===== src/rtl/imem_loader.sv =====
// Instruction-memory loader: assembles a little-endian byte stream into
// 32-bit words, writes them to consecutive word addresses, then verifies an
// XOR checksum byte that trails the payload.
module imem_loader #(
  parameter int ADDR_WIDTH = 10,
  parameter int MAX_WORDS  = 1024
) (
  input  logic                  clk,
  input  logic                  rst_n,
  input  logic                  start,
  input  logic [10:0]           word_count,
  input  logic                  abort,
  input  logic [7:0]            byte_in,
  input  logic                  byte_valid,
  output logic                  byte_ready,
  output logic [3:0]            mem_we,
  output logic [ADDR_WIDTH-1:0] mem_addr,
  output logic [31:0]           mem_wdata,
  output logic                  busy,
  output logic                  done,
  output logic                  error
);

  typedef enum logic [2:0] {
    IDLE  = 3'd0,
    LOAD  = 3'd1,
    WRITE = 3'd2,
    CHECK = 3'd3,
    DONE  = 3'd4
  } state_t;

  localparam logic [10:0] MAX_CNT = 11'(MAX_WORDS);

  state_t                state, state_next;
  logic [10:0]           count;
  logic [ADDR_WIDTH-1:0] word_addr;
  logic [1:0]            byte_idx;
  logic [7:0]            checksum;
  logic [31:0]           word;
  logic                  accept;
  logic                  len_ok;

  assign len_ok = (word_count != 11'd0) && (word_count <= MAX_CNT);

  // Next-state decode and per-state outputs; abort outranks byte acceptance.
  always_comb begin
    state_next = state;
    byte_ready = 1'b0;
    mem_we     = '0;
    busy       = (state != IDLE);
    done       = 1'b0;
    accept     = 1'b0;
    case (state)
      IDLE: begin
        if (start) state_next = len_ok ? LOAD : DONE;
      end
      LOAD: begin
        byte_ready = 1'b1;
        accept     = byte_valid && !abort;
        if (abort) state_next = DONE;
        else if (accept && byte_idx == 2'd3) state_next = WRITE;
      end
      WRITE: begin
        if (abort) begin
          state_next = DONE;
        end else begin
          mem_we     = '1;
          state_next = (count == 11'd1) ? CHECK : LOAD;
        end
      end
      CHECK: begin
        byte_ready = 1'b1;
        accept     = byte_valid && !abort;
        if (abort || accept) state_next = DONE;
      end
      DONE: begin
        done       = 1'b1;
        state_next = IDLE;
      end
      default: state_next = IDLE;
    endcase
  end

  // State register plus datapath: byte assembly, checksum, counters, status.
  always_ff @(posedge clk) begin
    if (!rst_n) begin
      state     <= IDLE;
      count     <= '0;
      word_addr <= '0;
      byte_idx  <= '0;
      checksum  <= '0;
      word      <= '0;
      mem_addr  <= '0;
      mem_wdata <= '0;
      error     <= 1'b0;
    end else begin
      state <= state_next;
      case (state)
        IDLE: begin
          if (start) begin
            if (len_ok) begin
              count     <= word_count;
              word_addr <= '0;
              byte_idx  <= '0;
              checksum  <= '0;
              error     <= 1'b0;
            end else begin
              error <= 1'b1;
            end
          end
        end
        LOAD: begin
          if (abort) begin
            error <= 1'b1;
          end else if (accept) begin
            word[{byte_idx, 3'b000} +: 8] <= byte_in;
            byte_idx <= byte_idx + 2'd1;
            checksum <= checksum ^ byte_in;
            // Output registers load only on the way into WRITE so they
            // stay put while the next word is being assembled.
            if (byte_idx == 2'd3) begin
              mem_wdata <= {byte_in, word[23:0]};
              mem_addr  <= word_addr;
            end
          end
        end
        WRITE: begin
          if (abort) begin
            error <= 1'b1;
          end else begin
            word_addr <= word_addr + ADDR_WIDTH'(1);
            count     <= count - 11'd1;
          end
        end
        CHECK: begin
          if (abort) error <= 1'b1;
          else if (accept && byte_in != checksum) error <= 1'b1;
        end
        default: ;
      endcase
    end
  end

endmodule


===== config.mk =====
export PLATFORM = sky130hd
export DESIGN_NAME = imem_loader
export DESIGN_NICKNAME = d
export VERILOG_FILES = /design/src/rtl/imem_loader.sv
export SDC_FILE = /design/constraint.sdc
export NUM_CORES = 1
export LEC_CHECK = 0
export BUFFER_PORTS_ARGS = -buffer_cell sky130_fd_sc_hd__buf_4
export CAP_MARGIN = 10
export CORE_UTILIZATION = 50
export CTS_BUF_LIST = sky130_fd_sc_hd__clkbuf_16
export DETAILED_ROUTE_END_ITERATION = 8
export PLACE_DENSITY_LB_ADDON = 0.25
export SETUP_SLACK_MARGIN = 0.4
export SLEW_MARGIN = 40
export SYNTH_ARGS = -nofsm -noshare
export SYNTH_HDL_FRONTEND = slang
export SYNTH_SLANG_ARGS = --single-unit

===== constraint.sdc =====
create_clock -name clk -period 2 [get_ports clk]
set_input_delay 0.2 -clock clk [delete_from_list [all_inputs] [get_ports clk]]
set_output_delay 0.2 -clock clk [all_outputs]
set_load 0.01 [all_outputs]

==> impl_metrics.py <==
metrics = {
    "run": {
        "drv_cap": 0,
    },
    "critical_path": {
        "crit_path_end_kind": "output port",
        "cp.arrival_ns": 1.61,
        "r2r_start": "count[5]",
        "crit_start": "state[1]",
        "r2r-end": "state[1]",
        "crit_family": "buffers and inverters",
        "reg2regPathDepth": 5,
        "crit_path_max_fanout": 15,
        "rrSetupSlack_ns": 0.19,
        "cp_slowest_cell": "dfxtp_2",
        "crit_required_ns": 1.80,
        "critPathMaxStageDelay_ns": 0.43,
        "crit_chain": "buf_8, nand3b_1, buf_6, inv_2, buf_6, buf_4",
        "endpoint": "mem_we[0]",
        "path_common_cell": "buf_6",
        "cp.depth": 6,
        "crit_buf_inv": 5,
        "path_class": "register to output port",
        "crit_path_start_kind": "register",
    },
    "clock_network": {
        "clk_pin_slew_worst_paths_ns": 0.08,
        "htree_levels": 3,
        "cts_buffer_depth": 2,
        "clock-root-buffer": "clkbuf_16",
        "cts_buffers": 9,
        "tritoncts": "done",
        "clk_latency_ns": 0.35,
        "clock-sinks": 101,
    },
    "finish": {
        "fillCellCount": 646,
        "drive_gt1_share_pct": 34.9,
        "multi_input_area_mm2": 0.00297,
        "diodes": 0,
        "nets": 720,
        "regArea_mm2": 0.00203,
        "utilization_pct": 72.1,
        "area_growth_syn_to_layout_pct": 40.3,
    },
    "synthesis": {
        "synth-edff-count": 0,
        "async_flop_share_pct": 0,
        "synth_largest_area_cell": "dfxtp_1",
        "syn_area_mm2": 0.00470,
        "synth.distinct_cells": 55,
        "synth_cells": 589,
        "seq_area_frac_synth_pct": 43.0,
        "yosys.area.top_type_share_pct": 43.0,
        "synth_seq_cells": 101,
        "ys_top_cells_by_count": "nand2_1 (146), dfxtp_1 (101), a21boi_0 (53)",
        "synth.avg_cell_area_um2": 7.98,
        "synth_ff_type": "dfxtp_1",
        "yosysMostFrequentCell": "nand2_1",
        "syn_nets": 621,
        "synthTopCellsByArea": "dfxtp_1 (43%), nand2_1 (12%), a21boi_0 (8.5%), nand3_1 (3.8%), o21ai_0 (3.8%)",
        "yosysWarnings": 0,
    },
    "drt": {
        "vias": 4757,
        "viasPerCell": 5.92,
        "wire_per_inst_um": 17.4,
        "postRouteAntennaNets": 0,
        "drc": 0,
        "drtPass1Iterations": 5,
        "drt-total-wl_um": 14000,
        "drt_iter0_markers": 294,
    },
    "floorplanning": {
        "fp.dieW_um": 99.0,
        "die_y_um": 99.0,
        "start_util_pct": 51.4,
        "design.die.area_mm2": 0.00979,
        "core_mm2": 0.00915,
        "rows": 35,
        "ios": 74,
    },
    "sta": {
        "timing.max_slew.rel_slack_pct": 71.5,
        "timing.fmax_mhz": 552,
        "period_share_pct": 90.6,
        "drv_slew": 0,
        "rsz0062_at_grt": "yes",
        "period_minus_slack_ns": 1.81,
        "skew_ns": 0.0112,
        "finalSetupViolations": 0,
        "hold_viol_final": 0,
        "worst_slew_pin_slew_ns": 0.428,
    },
    "global_route": {
        "gr-total-overflow": 0,
        "grt_start_max_net_pins": 52,
        "grt_usage_pct": 26.7,
        "met2_usage_pct": 44.6,
        "use_met1_pct": 33.9,
        "grt-busiest-layer": "met2",
        "grt_pass1_vias": 4395,
        "grt_pass1_wl_um": 21100,
        "antenna_found_initial": 0,
        "gr-usage-met3_pct": 5.04,
    },
    "hold_path": {
        "hp-start": "byte_in[7]",
        "hold_path_class": "input port to register",
        "whs_path_depth": 3,
    },
    "power": {
        "p_per_area_mw_per_mm2": 631,
        "total_power_w": 0.00416,
        "p_leak_nw": 2.64,
        "vdd.ir_drop.worst_uv": 372,
    },
    "status": {
        "status": "complete, no violations",
    },
    "placement": {
        "dp_hpwl_um": 7820,
        "portBuffers": 73,
        "gp_congestion": 0.824,
    },
}
-- cells in the final DEF (no fill, tap or decap), drive strengths merged, types with 3 or more instances in the layout --
| cell type | count |
|---|---|
| nand2 | 146 |
| buf | 119 |
| dfxtp | 101 |
| a21boi | 55 |
| nand3 | 36 |
| o21ai | 36 |
| a21oi | 29 |
| nor2 | 22 |
| clkbuf | 13 |
| inv | 12 |
| nand2b | 11 |
| ha | 8 |
| and2 | 8 |
| o311ai | 8 |
| and3 | 7 |
| or4 | 7 |
| o31ai | 6 |
| a31oi | 5 |
| nor3 | 5 |
| nor3b | 5 |
| or3 | 5 |
| xnor2 | 4 |
| clkinv | 4 |
| or2 | 3 |
| a31o | 3 |
| nor2b | 3 |
| o211ai | 3 |
-- flip-flops by register name, summed over array words and instances (netlist names) --
register,count
byte_idx,2
checksum,8
count,11
error,1
mem_addr,10
mem_wdata,32
state,3
word,24
word_addr,10
-- kinds of logic (layout without fill, tap and decap cells) --
group	count (synthesis)	after routing	share of synthesized area (%)
AO/OA/AOI/OAI	162	162	23.0
adder cells (fa/ha/maj)	8	8	2.13
buffers and inverters	48	148	4.58
flip-flops	101	101	43.0
multiplexers	2	2	0.426
XOR/XNOR	4	4	0.745
AND/OR/NAND/NOR	264	268	26.1
-- through the flow --
step | cells | cell area, um2 | setup slack, ns | setup TNS (ns) | hold slack (ns)
3_5_place_dp | 753 | 5430 | -0.175 | -1.57 | 0.442
5_1_grt | 804 | 6600 | 0.145 | 0 | 0.165
2_1_floorplan | 589 | 4760 | 0.0233 | 0 | 0.336
4_1_cts | 790 | 6120 | 0.163 | 0 | 0.149
3_3_place_gp | 753 | 5430 | -0.120 | -0.882 | 0.439
6_report | 804 | 6600 | 0.188 | 0 | 0.158
-- routing by layer --
metal	share of wire [%]	vias up
met4	2.6	0
met2	50	189
li1	-	2262
met3	5.8	40
met5	0	-
met1	42	2266
-- tightest hold or removal path: stages --
cell and delay, ns:
buf_4 0.15, nand2_1 0.06, a21oi_1 0.05
-- layout make-up --
class	instances	area share, %
multi-input cells	444	45.0
flip-flops and latches	101	30.8
repair buffers	123	17.2
clock buffers	9	3.41
well taps	111	2.11
clock inverters	7	0.930
inverters	9	0.512
-- repair_timing --
action	in CTS	in global routing
hold buffers	0	0
buffers inserted	16	8
pin swaps	23	41
gates cloned	5	6
setup endpoints to repair	104	86
gates resized for setup	75	110
-- power breakdown --
group	total, W	internal, W	leakage (nW)	switching, W
Combinational	0.000442	0.000205	1.68	0.000237
Clock	0.00168	0.000864	0.144	0.000813
Sequential	0.00204	0.00203	0.818	0.0000157
Total	0.00416	0.00309	2.64	0.00107
-- how the worst min path moves through the flow --
stage                    end  slack, ns
2_1_floorplan  mem_wdata[31]       0.34
3_3_place_gp        count[9]       0.44
3_5_place_dp        count[9]       0.44
4_1_cts        mem_wdata[31]       0.15
5_1_grt        mem_wdata[24]       0.16
6_report       mem_wdata[31]       0.16
Power figures use the tool's default switching activity.
